### src/rtl/aes_axis_tx_pkg.sv
// aes_axis_tx_pkg: shared constants and types for the AES output-side streamer.
//   BLK_S  - width of one AES block / output FIFO entry
//   WORD_S - AXI-Stream beat width
//   tx_state_e - streamer FSM state encoding
package aes_axis_tx_pkg;

    localparam int unsigned BLK_S  = 128;
    localparam int unsigned WORD_S = 32;

    typedef enum logic [1:0] {
        StIdle  = 2'd0,
        StFetch = 2'd1,
        StSend  = 2'd2,
        StDone  = 2'd3
    } tx_state_e;

endpackage

### src/rtl/aes_blk_serializer.sv
// aes_blk_serializer: parallel-load shift register that emits one block as a
// sequence of words, most-significant word first.
// Ports:
//   clk, reset  - clock, synchronous active-high reset
//   load        - capture data_in and restart at word 0
//   data_in     - block to serialize
//   advance     - current word consumed; shift to the next one
//   word_out    - current (top) word
//   last_word   - current word is the final word of the block
module aes_blk_serializer
    import aes_axis_tx_pkg::*;
#(
    parameter int unsigned DATA_WIDTH = BLK_S,
    parameter int unsigned WORD_WIDTH = WORD_S
) (
    input  logic                  clk,
    input  logic                  reset,
    input  logic                  load,
    input  logic [DATA_WIDTH-1:0] data_in,
    input  logic                  advance,
    output logic [WORD_WIDTH-1:0] word_out,
    output logic                  last_word
);

    localparam int unsigned WORDS = DATA_WIDTH / WORD_WIDTH;
    localparam int unsigned IDX_W = (WORDS > 1) ? $clog2(WORDS) : 1;

    logic [DATA_WIDTH-1:0] shift_q;
    logic [IDX_W-1:0]      idx_q;

    always_ff @(posedge clk) begin
        if (reset) begin
            shift_q <= '0;
            idx_q   <= '0;
        end else if (load) begin
            shift_q <= data_in;
            idx_q   <= '0;
        end else if (advance) begin
            shift_q <= shift_q << WORD_WIDTH;
            // Wrap explicitly so non-power-of-two word counts also restart at 0.
            idx_q   <= last_word ? '0 : idx_q + 1'b1;
        end
    end

    assign word_out  = shift_q[DATA_WIDTH-1 -: WORD_WIDTH];
    assign last_word = (idx_q == IDX_W'(WORDS - 1));

endmodule

### src/rtl/aes_axis_tx.sv
// aes_axis_tx: drains 128-bit result blocks from the AES output FIFO and
// streams each as 32-bit AXI4-Stream beats, MS word first, with tlast on the
// final beat of the job.
// Ports:
//   clk, reset                     - clock, synchronous active-high reset
//   start, blk_count               - job start pulse and job length in blocks
//   busy, tx_done                  - job in progress / one-cycle completion pulse
//   out_fifo_read_tvalid/tready    - output FIFO pop handshake
//   out_fifo_data                  - output FIFO head entry
//   m_axis_tvalid/tready/tdata/tstrb/tlast - AXI-Stream master
module aes_axis_tx
    import aes_axis_tx_pkg::*;
#(
    parameter int unsigned FIFO_DATA_WIDTH      = BLK_S,
    parameter int unsigned C_M_AXIS_TDATA_WIDTH = WORD_S,
    parameter int unsigned BLK_CNT_WIDTH        = 16
) (
    input  logic                              clk,
    input  logic                              reset,
    input  logic                              start,
    input  logic [BLK_CNT_WIDTH-1:0]          blk_count,
    output logic                              busy,
    output logic                              tx_done,
    input  logic                              out_fifo_read_tvalid,
    output logic                              out_fifo_read_tready,
    input  logic [FIFO_DATA_WIDTH-1:0]        out_fifo_data,
    output logic                              m_axis_tvalid,
    input  logic                              m_axis_tready,
    output logic [C_M_AXIS_TDATA_WIDTH-1:0]   m_axis_tdata,
    output logic [C_M_AXIS_TDATA_WIDTH/8-1:0] m_axis_tstrb,
    output logic                              m_axis_tlast
);

    tx_state_e                 state_q, state_d;
    logic [BLK_CNT_WIDTH-1:0]  remaining_q, remaining_d;

    logic                            ser_load;
    logic                            ser_advance;
    logic [C_M_AXIS_TDATA_WIDTH-1:0] ser_word;
    logic                            ser_last_word;

    aes_blk_serializer #(
        .DATA_WIDTH (FIFO_DATA_WIDTH),
        .WORD_WIDTH (C_M_AXIS_TDATA_WIDTH)
    ) u_serializer (
        .clk       (clk),
        .reset     (reset),
        .load      (ser_load),
        .data_in   (out_fifo_data),
        .advance   (ser_advance),
        .word_out  (ser_word),
        .last_word (ser_last_word)
    );

    always_ff @(posedge clk) begin
        if (reset) begin
            state_q     <= StIdle;
            remaining_q <= '0;
        end else begin
            state_q     <= state_d;
            remaining_q <= remaining_d;
        end
    end

    // All outputs decode from the registered state, so tvalid never depends on
    // tready and everything reads 0 the cycle after reset.
    always_comb begin
        state_d              = state_q;
        remaining_d          = remaining_q;
        ser_load             = 1'b0;
        ser_advance          = 1'b0;
        busy                 = 1'b0;
        tx_done              = 1'b0;
        out_fifo_read_tready = 1'b0;
        m_axis_tvalid        = 1'b0;
        m_axis_tdata         = '0;
        m_axis_tstrb         = '0;
        m_axis_tlast         = 1'b0;

        case (state_q)
            StIdle: begin
                if (start) begin
                    if (blk_count != '0) begin
                        remaining_d = blk_count;
                        state_d     = StFetch;
                    end else begin
                        // Empty job: complete immediately without touching the FIFO.
                        state_d = StDone;
                    end
                end
            end

            StFetch: begin
                busy                 = 1'b1;
                out_fifo_read_tready = 1'b1;
                if (out_fifo_read_tvalid) begin
                    ser_load = 1'b1;
                    state_d  = StSend;
                end
            end

            StSend: begin
                busy          = 1'b1;
                m_axis_tvalid = 1'b1;
                m_axis_tdata  = ser_word;
                m_axis_tstrb  = '1;
                m_axis_tlast  = (remaining_q == BLK_CNT_WIDTH'(1)) && ser_last_word;
                if (m_axis_tready) begin
                    ser_advance = 1'b1;
                    if (ser_last_word) begin
                        if (remaining_q != '0) begin
                            remaining_d = remaining_q - 1'b1;
                        end
                        state_d = (remaining_q <= BLK_CNT_WIDTH'(1)) ? StDone : StFetch;
                    end
                end
            end

            StDone: begin
                tx_done = 1'b1;
                state_d = StIdle;
            end

            default: state_d = StIdle;
        endcase
    end

endmodule

### config.mk
export PLATFORM = sky130hd
export DESIGN_NAME = aes_axis_tx
export DESIGN_NICKNAME = d
export VERILOG_FILES = /design/src/rtl/aes_axis_tx_pkg.sv /design/src/rtl/aes_blk_serializer.sv /design/src/rtl/aes_axis_tx.sv
export SDC_FILE = /design/constraint.sdc
export NUM_CORES = 1
export LEC_CHECK = 0
export CORE_MARGIN = 3
export CORE_UTILIZATION = 44
export CTS_CLUSTER_SIZE = 10
export DETAILED_ROUTE_END_ITERATION = 10
export GPL_TIMING_DRIVEN = 0
export PLACE_DENSITY = 0.74
export SYNTH_ARGS = -nofsm -noshare
export SYNTH_HDL_FRONTEND = slang
export SYNTH_SLANG_ARGS = --single-unit
### constraint.sdc
create_clock -name clk -period 3.68 [get_ports clk]
set_input_delay 0.736 -clock clk [delete_from_list [all_inputs] [get_ports clk]]
set_output_delay 0.736 -clock clk [all_outputs]
set_load 0.01 [all_outputs]
==> results of run 1 <==
-- cells in the mapped netlist, types with 2 or more instances --
| cell | number | share of area (%) |
|---|---|---|
| nor2_1 | 140 | 7.6 |
| o21a_1 | 3 | 0.32 |
| nor2b_1 | 4 | 0.36 |
| mux2i_1 | 4 | 0.58 |
| buf_4 | 4 | 0.43 |
| dfxtp_1 | 148 | 43 |
| ha_1 | 8 | 1.4 |
| o32ai_1 | 12 | 1.5 |
| clkbuf_1 | 89 | 4.8 |
| a311oi_1 | 97 | 12 |
| nor4_1 | 3 | 0.27 |
| inv_1 | 9 | 0.49 |
| a211oi_1 | 5 | 0.54 |
| o31ai_1 | 3 | 0.32 |
| and2_1 | 33 | 3.0 |
| buf_6 | 2 | 0.32 |
| o21ai_0 | 2 | 0.14 |
| nand3_1 | 97 | 7.0 |
| a21oi_1 | 9 | 0.65 |
| a31oi_1 | 3 | 0.27 |
| nand2_1 | 116 | 6.3 |
| o211a_1 | 3 | 0.43 |
| or4_1 | 2 | 0.22 |
| nor3_1 | 18 | 1.3 |
| or3_1 | 4 | 0.36 |
| a22oi_1 | 33 | 3.6 |
-- final timing paths --
check / startpoint / end / slack [ns]
hold reg to reg: remaining_q[15] / remaining_q[15] / 0.48
hold / removal: remaining_q[15] / remaining_q[15] / 0.48
setup / recovery: state_q[0] / m_axis_tdata[0] / 0.11
setup reg to reg: state_q[0] / u_serializer.shift_q[73] / 0.72
-- metal layers --
metal,track usage [%],up-vias
li1,-,3588
met1,40.2,3405
met2,39.5,372
met3,4.94,32
met4,7.18,0
met5,0,-
-- logic make-up after synthesis --
kind of cell | count (synthesis)
compound gates | 182
simple gates | 426
flops | 148
fa+ha+maj | 8
buf+inv | 104
mux | 4
-- stage by stage --
step / cells / area [um^2] / power, mW / setup TNS [ns] / hold slack [ns]
finish: 1300 / 9780 / 6.95 / 0 / 0.481
global route: 1300 / 9780 / 7.30 / 0 / 0.494
CTS: 1300 / 9780 / 6.89 / 0 / 0.481
detailed placement: 1270 / 9080 / 4.84 / -0.632 / 0.469
global placement: 1270 / 9080 / 4.81 / -0.541 / 0.455
floorplan: 872 / 6950 / 3.95 / 0 / 0.440
-- cell type report --
class                      instances  area share [%]
multi-input combinational        620            36.5
sequential                       148            30.3
timing repair buffer             187            19.1
clock buffer                      22            4.85
buffer                            94            3.94
tap                              211            2.70
clock inverter                     9            2.28
inverter                           9           0.345
-- cells in the final DEF, fill, tap and decap left out, drive strengths merged, types with 9 or more instances in the layout --
master,Yosys,layout
a21oi,10,10
a22oi,33,33
a311oi,97,97
and2,33,33
clkbuf,89,110
clkdlybuf4s50,0,187
dfxtp,148,148
inv,9,9
nand2,117,117
nand3,97,97
nor2,140,140
nor3,18,18
o32ai,12,12
-- sequential cells by signal, indices dropped and copies added, names as in the netlist --
signal / flops
u_serializer.shift_q: 128
u_serializer.idx_q: 2
remaining_q: 16
state_q: 2
-- power groups by stage --
stage	logic (mW)	clock network (mW)	registers, mW
floorplan	1.75	0	2.21
global placement	2.51	0	2.30
detailed placement	2.54	0	2.30
CTS	2.56	2.06	2.28
global route	2.84	2.14	2.33
finish	2.60	2.05	2.29
-- worst max-delay path, cell delays in order (launching register included) --
cell             delay, ns
dfxtp_1               0.34
inv_1                 0.09
ha_1                  0.30
clkbuf_2              0.50
clkbuf_2              0.40
and2_1                0.21
clkdlybuf4s50_1       0.56
==> metrics.txt, run 1 <==
outcome=finished, final reports clean; CP startpoint kind=register; RSZ-0062 raised after global routing=false; Initial Utilization=a little under half; initial antenna violation count=0; Fin. Hold Viols=0; TritonCTS sink count=148; Int Power=4.45 mW; Multi-input gate area=3570 um^2; number of synthesized flops with an enable pin=0; Via density=5.69; Worst Max-Slew Pin Slew=0.673 ns; sequential area share after synthesis=42.6%; Psw=2.50 mW; FF-to-FF path depth=8; fin worst setup slack=0.110 ns; synth warn=0; core area=15300 um^2; headroom to the max-slew limit=55.2%; die width=132 um; CTS Buf Count=17; Pleak=3.37 nW; final core occ=63.9%; vias in the first global route=6951; Post-Route M1 WL=roughly 11000 um; largest net degree at the start of global routing=20; hold depth=2; clock tree root driver cell=clkbuf_16; Clock Tree Buf Depth=2; Clock power frac=29.6%; Top-Level Pins=190; ys async rst share=0%; Logic pwr share=a little under two fifths; # setup viols final=0; crit share post-route=between 90 and 100%; Vias=7397; Hold Crit Class=reg2reg; crit path max fanout=19; Setup CP Type=reg2out; hold_buf cts=0; met3 WL=2020 um; Critical Path RT=2.94 ns; pre-CTS WS=-0.265 ns; post-synthesis simple-gate area fraction=between 20% and 30%; Synth Area in XOR/XNOR=0%; Max VDD drop=395 uV; Distinct cells, synth=47; max-cap violations=0; Tmin final=3.57 ns; uppermost layer routed=met4; CP endpoint kind=primary output; CP arrival=2.83 ns; Die ar.=17300 um^2; share of layout cells above drive strength 1=4.13%; Post-route DRC=0; drt total wl=23900 um; pwr/cell area=about 710 nW/um^2; CTS tree=built; DP HPWL=17900 um; nets@finish=1234; postcts setup bufs=0; Area growth syn-to-layout=40.7%; number of fill cells=about 1300; grt total ovfl=0; post-cts sizing count=2; Chip Height=132 um; main combinational cell family by area after synthesis=simple AND/OR/NAND/NOR gates; H-Tree Depth=4; first-pass GRT wire length=37500 um; Diodes inserted=0; row count=45; Port Buf Inserts=187; metal2 WL=approximately 10000 um; Clock Skew=just over 0.01 ns; Cells after Synth=slightly below 900; ys flop type=dfxtp_1; Tot GR Track Use=26.8%; Reg area=2960 um^2; adder-cell share of the synthesized area=about 1.4%; Sw Share=36.0%; Routed Antenna Nets=0; post-synthesis cell area=6950 um^2; Synth Area in Compound Gates=21.8%; Clk Latency, worst-skew pair=0.42 ns; Avg Synthesized Cell Area=7.97 um^2; max frequency=280 MHz; TritonRoute pass-1 iters=5; Syn Nets=1029; Sequential Power Share=33.0%; register bit count reported by yosys=148; RePlAce Congestion=0.922; Worst-path clk slew=0.06 ns; WL per Instance=18.4 um; Initial DRC Count=768; Final Slew Violations=0; mux contribution to synthesized area=0.576%
(Power assumes the default switching activity.)
==> inputs of run 2 (changes only) <==
--- a/config.mk
+++ b/config.mk
@@ -11,6 +11,7 @@
 export DETAILED_ROUTE_END_ITERATION = 10
 export GPL_TIMING_DRIVEN = 0
 export PLACE_DENSITY = 0.74
+export SLEW_MARGIN = 30
 export SYNTH_ARGS = -nofsm -noshare
 export SYNTH_HDL_FRONTEND = slang
 export SYNTH_SLANG_ARGS = --single-unit
==> results of run 2 <==
Final layout, timing and power as in run 1 (identical DEF).
==> inputs of run 3 (changes only) <==
--- a/config.mk
+++ b/config.mk
@@ -6,11 +6,11 @@
 export NUM_CORES = 1
 export LEC_CHECK = 0
 export CORE_MARGIN = 3
-export CORE_UTILIZATION = 44
+export CORE_UTILIZATION = 35
 export CTS_CLUSTER_SIZE = 10
 export DETAILED_ROUTE_END_ITERATION = 10
 export GPL_TIMING_DRIVEN = 0
-export PLACE_DENSITY = 0.74
+export PLACE_DENSITY = 0.61
 export SLEW_MARGIN = 30
 export SYNTH_ARGS = -nofsm -noshare
 export SYNTH_HDL_FRONTEND = slang
==> run 3 against run 2 <==
  * Non-clock buffer count unchanged
  * Sequential cell count stayed put
  * Register-to-register slack gained 0.20 ns
  * Global-route usage decreased by 4.1 points
  * Final cell count up 3.8%
  * Power shrank 1.5%
  * Setup slack gained 0.028 ns
  * Clock skew decreased by 0.0023 ns
  * Clock power is 4% lower
  * Sequential share of layout area fell by 0.089 points
  * First-iteration DRC count down 6.3%
==> metrics.txt, run 3 (synthesis gave the netlist of run 1 again) <==
Pleak=3.35 nW; Max VDD drop=400 uV; Tmin final=3.54 ns; H-Tree Depth=4; Post-route DRC=0; first-pass GRT wire length=38900 um; pre-CTS WS=-0.264 ns; met3 WL=1620 um; Top-Level Pins=190; share of layout cells above drive strength 1=under 10%; Area growth syn-to-layout=41.2%; number of fill cells=1826; CTS tree=built; # setup viols final=0; CP arrival=2.81 ns; commonest non-fill, non-tap cell in the layout=clkdlybuf4s50_1; Clock Skew=0.00806 ns; metal2 WL=between 10000 and 15000 um; die width=147 um; nets@finish=1234; Final Slew Violations=0; Vias=around 7300; top flop regs=u_serializer.shift_q x128, remaining_q x16; Critical Path RT=2.94 ns; Tot GR Track Use=22.7%; most frequent cells in the layout=clkdlybuf4s50_1 (187), dfxtp_1 (148), nor2_1 (140); drt total wl=25000 um; Setup CP Type=reg2out; max frequency=between 200 and 300 MHz; DP HPWL=19000 um; CP startpoint kind=register; vias in the first global route=around 6900; Hold Crit Class=reg2reg; max-cap violations=0; Int Power=4.32 mW; row count=50; grt total ovfl=0; Hold Slack=0.472 ns; Largest register FFs=between 100 and 150; Sw Share=~37%; Chip Height=147 um; CP endpoint kind=primary output; fin worst setup slack=0.139 ns; initial antenna violation count=0; Psw=2.52 mW; outcome=finished, final reports clean; TritonRoute pass-1 iters=5; Initial Utilization=a little over a third; Via density=5.42; Post-Route M1 WL=~12000 um; Clk Latency, worst-skew pair=0.43 ns; WL per Instance=18.5 um; uppermost layer routed=met4; core area=19100 um^2; hold_buf cts=0; final core occ=between 50% and 60%; Diodes inserted=0; Clock power frac=28.6%; crit path max fanout=8; Port Buf Inserts=187; Die ar.=21600 um^2; Logic pwr share=37.9%; Routed Antenna Nets=0; Clock Tree Buf Depth=2; Worst Max-Slew Pin Slew=0.776 ns; TritonCTS sink count=about 150; crit share post-route=96.2%; largest net degree at the start of global routing=20; pwr/cell area=698 nW/um^2; CTS Buf Count=17; RSZ-0062 raised after global routing=false; Sequential Power Share=33.5%; clock tree root driver cell=clkbuf_16; Biggest register=u_serializer.shift_q; Initial DRC Count=720; Fin. Hold Viols=0; Worst-path clk slew=0.06 ns; headroom to the max-slew limit=48.3%; RePlAce Congestion=between 0.8 and 0.9
==> run 3: cell count changes in the layout (fill, tap and decap cells not counted) <==
| cell | change |
|---|---|
| bufinv_16 | -1 |
| clkbuf_1 | -2 |
| clkbuf_2 | -1 |
| clkbuf_4 | +1 |
| clkbuf_8 | -3 |
| clkinv_2 | +4 |
| clkinv_4 | +1 |
| clkinvlp_4 | +2 |
==> run 3: area by class of cell <==
cell class	count	area, um^2	share of cell area, %
inverters	9	33.8	0.344
flip-flops and latches	148	2960	30.2
well taps	260	325	3.32
clock buffers	17	425	4.34
multi-input cells	620	3570	36.4
plain buffers	94	388	3.95
clock inverters	15	236	2.41
repair buffers	187	1870	19.1
==> run 3: per-stage QoR <==
stage	power, mW	std cells	cell area (um^2)	setup TNS, ns
global placement	4.86	1319	9150	-0.776
floorplan	3.95	872	6950	0
global route	7.24	1350	9810	0
detailed placement	4.87	1319	9150	-0.889
finish	6.85	1350	9810	0
CTS	6.82	1350	9810	0
==> run 3: power groups by stage <==
stage	combinational, mW	sequential [mW]	clock (mW)
global placement	2.55	2.31	0
finish	2.60	2.29	1.96
detailed placement	2.56	2.31	0
floorplan	1.75	2.21	0
CTS	2.57	2.28	1.97
global route	2.87	2.34	2.04
==> run 3: worst paths after layout <==
check,from,end,slack (ns),cells past startpoint
worst min register to register,remaining_q[15],remaining_q[15],0.47,2
worst max-delay path,state_q[0],m_axis_tlast,0.14,6
worst max register to register,state_q[0],u_serializer.shift_q[73],0.92,8
worst min-delay path,remaining_q[15],remaining_q[15],0.47,2
==> run 3: critical path, stage by stage (launching register included) <==
cell	delay, ns
dfxtp_1	0.34
inv_1	0.08
ha_1	0.32
nor2b_1	0.23
or4b_4	0.53
nor3_1	0.28
clkdlybuf4s50_1	0.60
==> run 3: timing repair <==
item,CTS,global route
hold endpoints to repair,0,0
gates resized for setup,2,2
buffers inserted,0,0
endpoints found under the setup margin,32,12
==> run 3: metal layers <==
layer	GRT usage [%]	up-vias
li1	-	3588
met3	4.13	29
met5	0	-
met2	33.5	298
met4	5.55	0
met1	34.2	3398
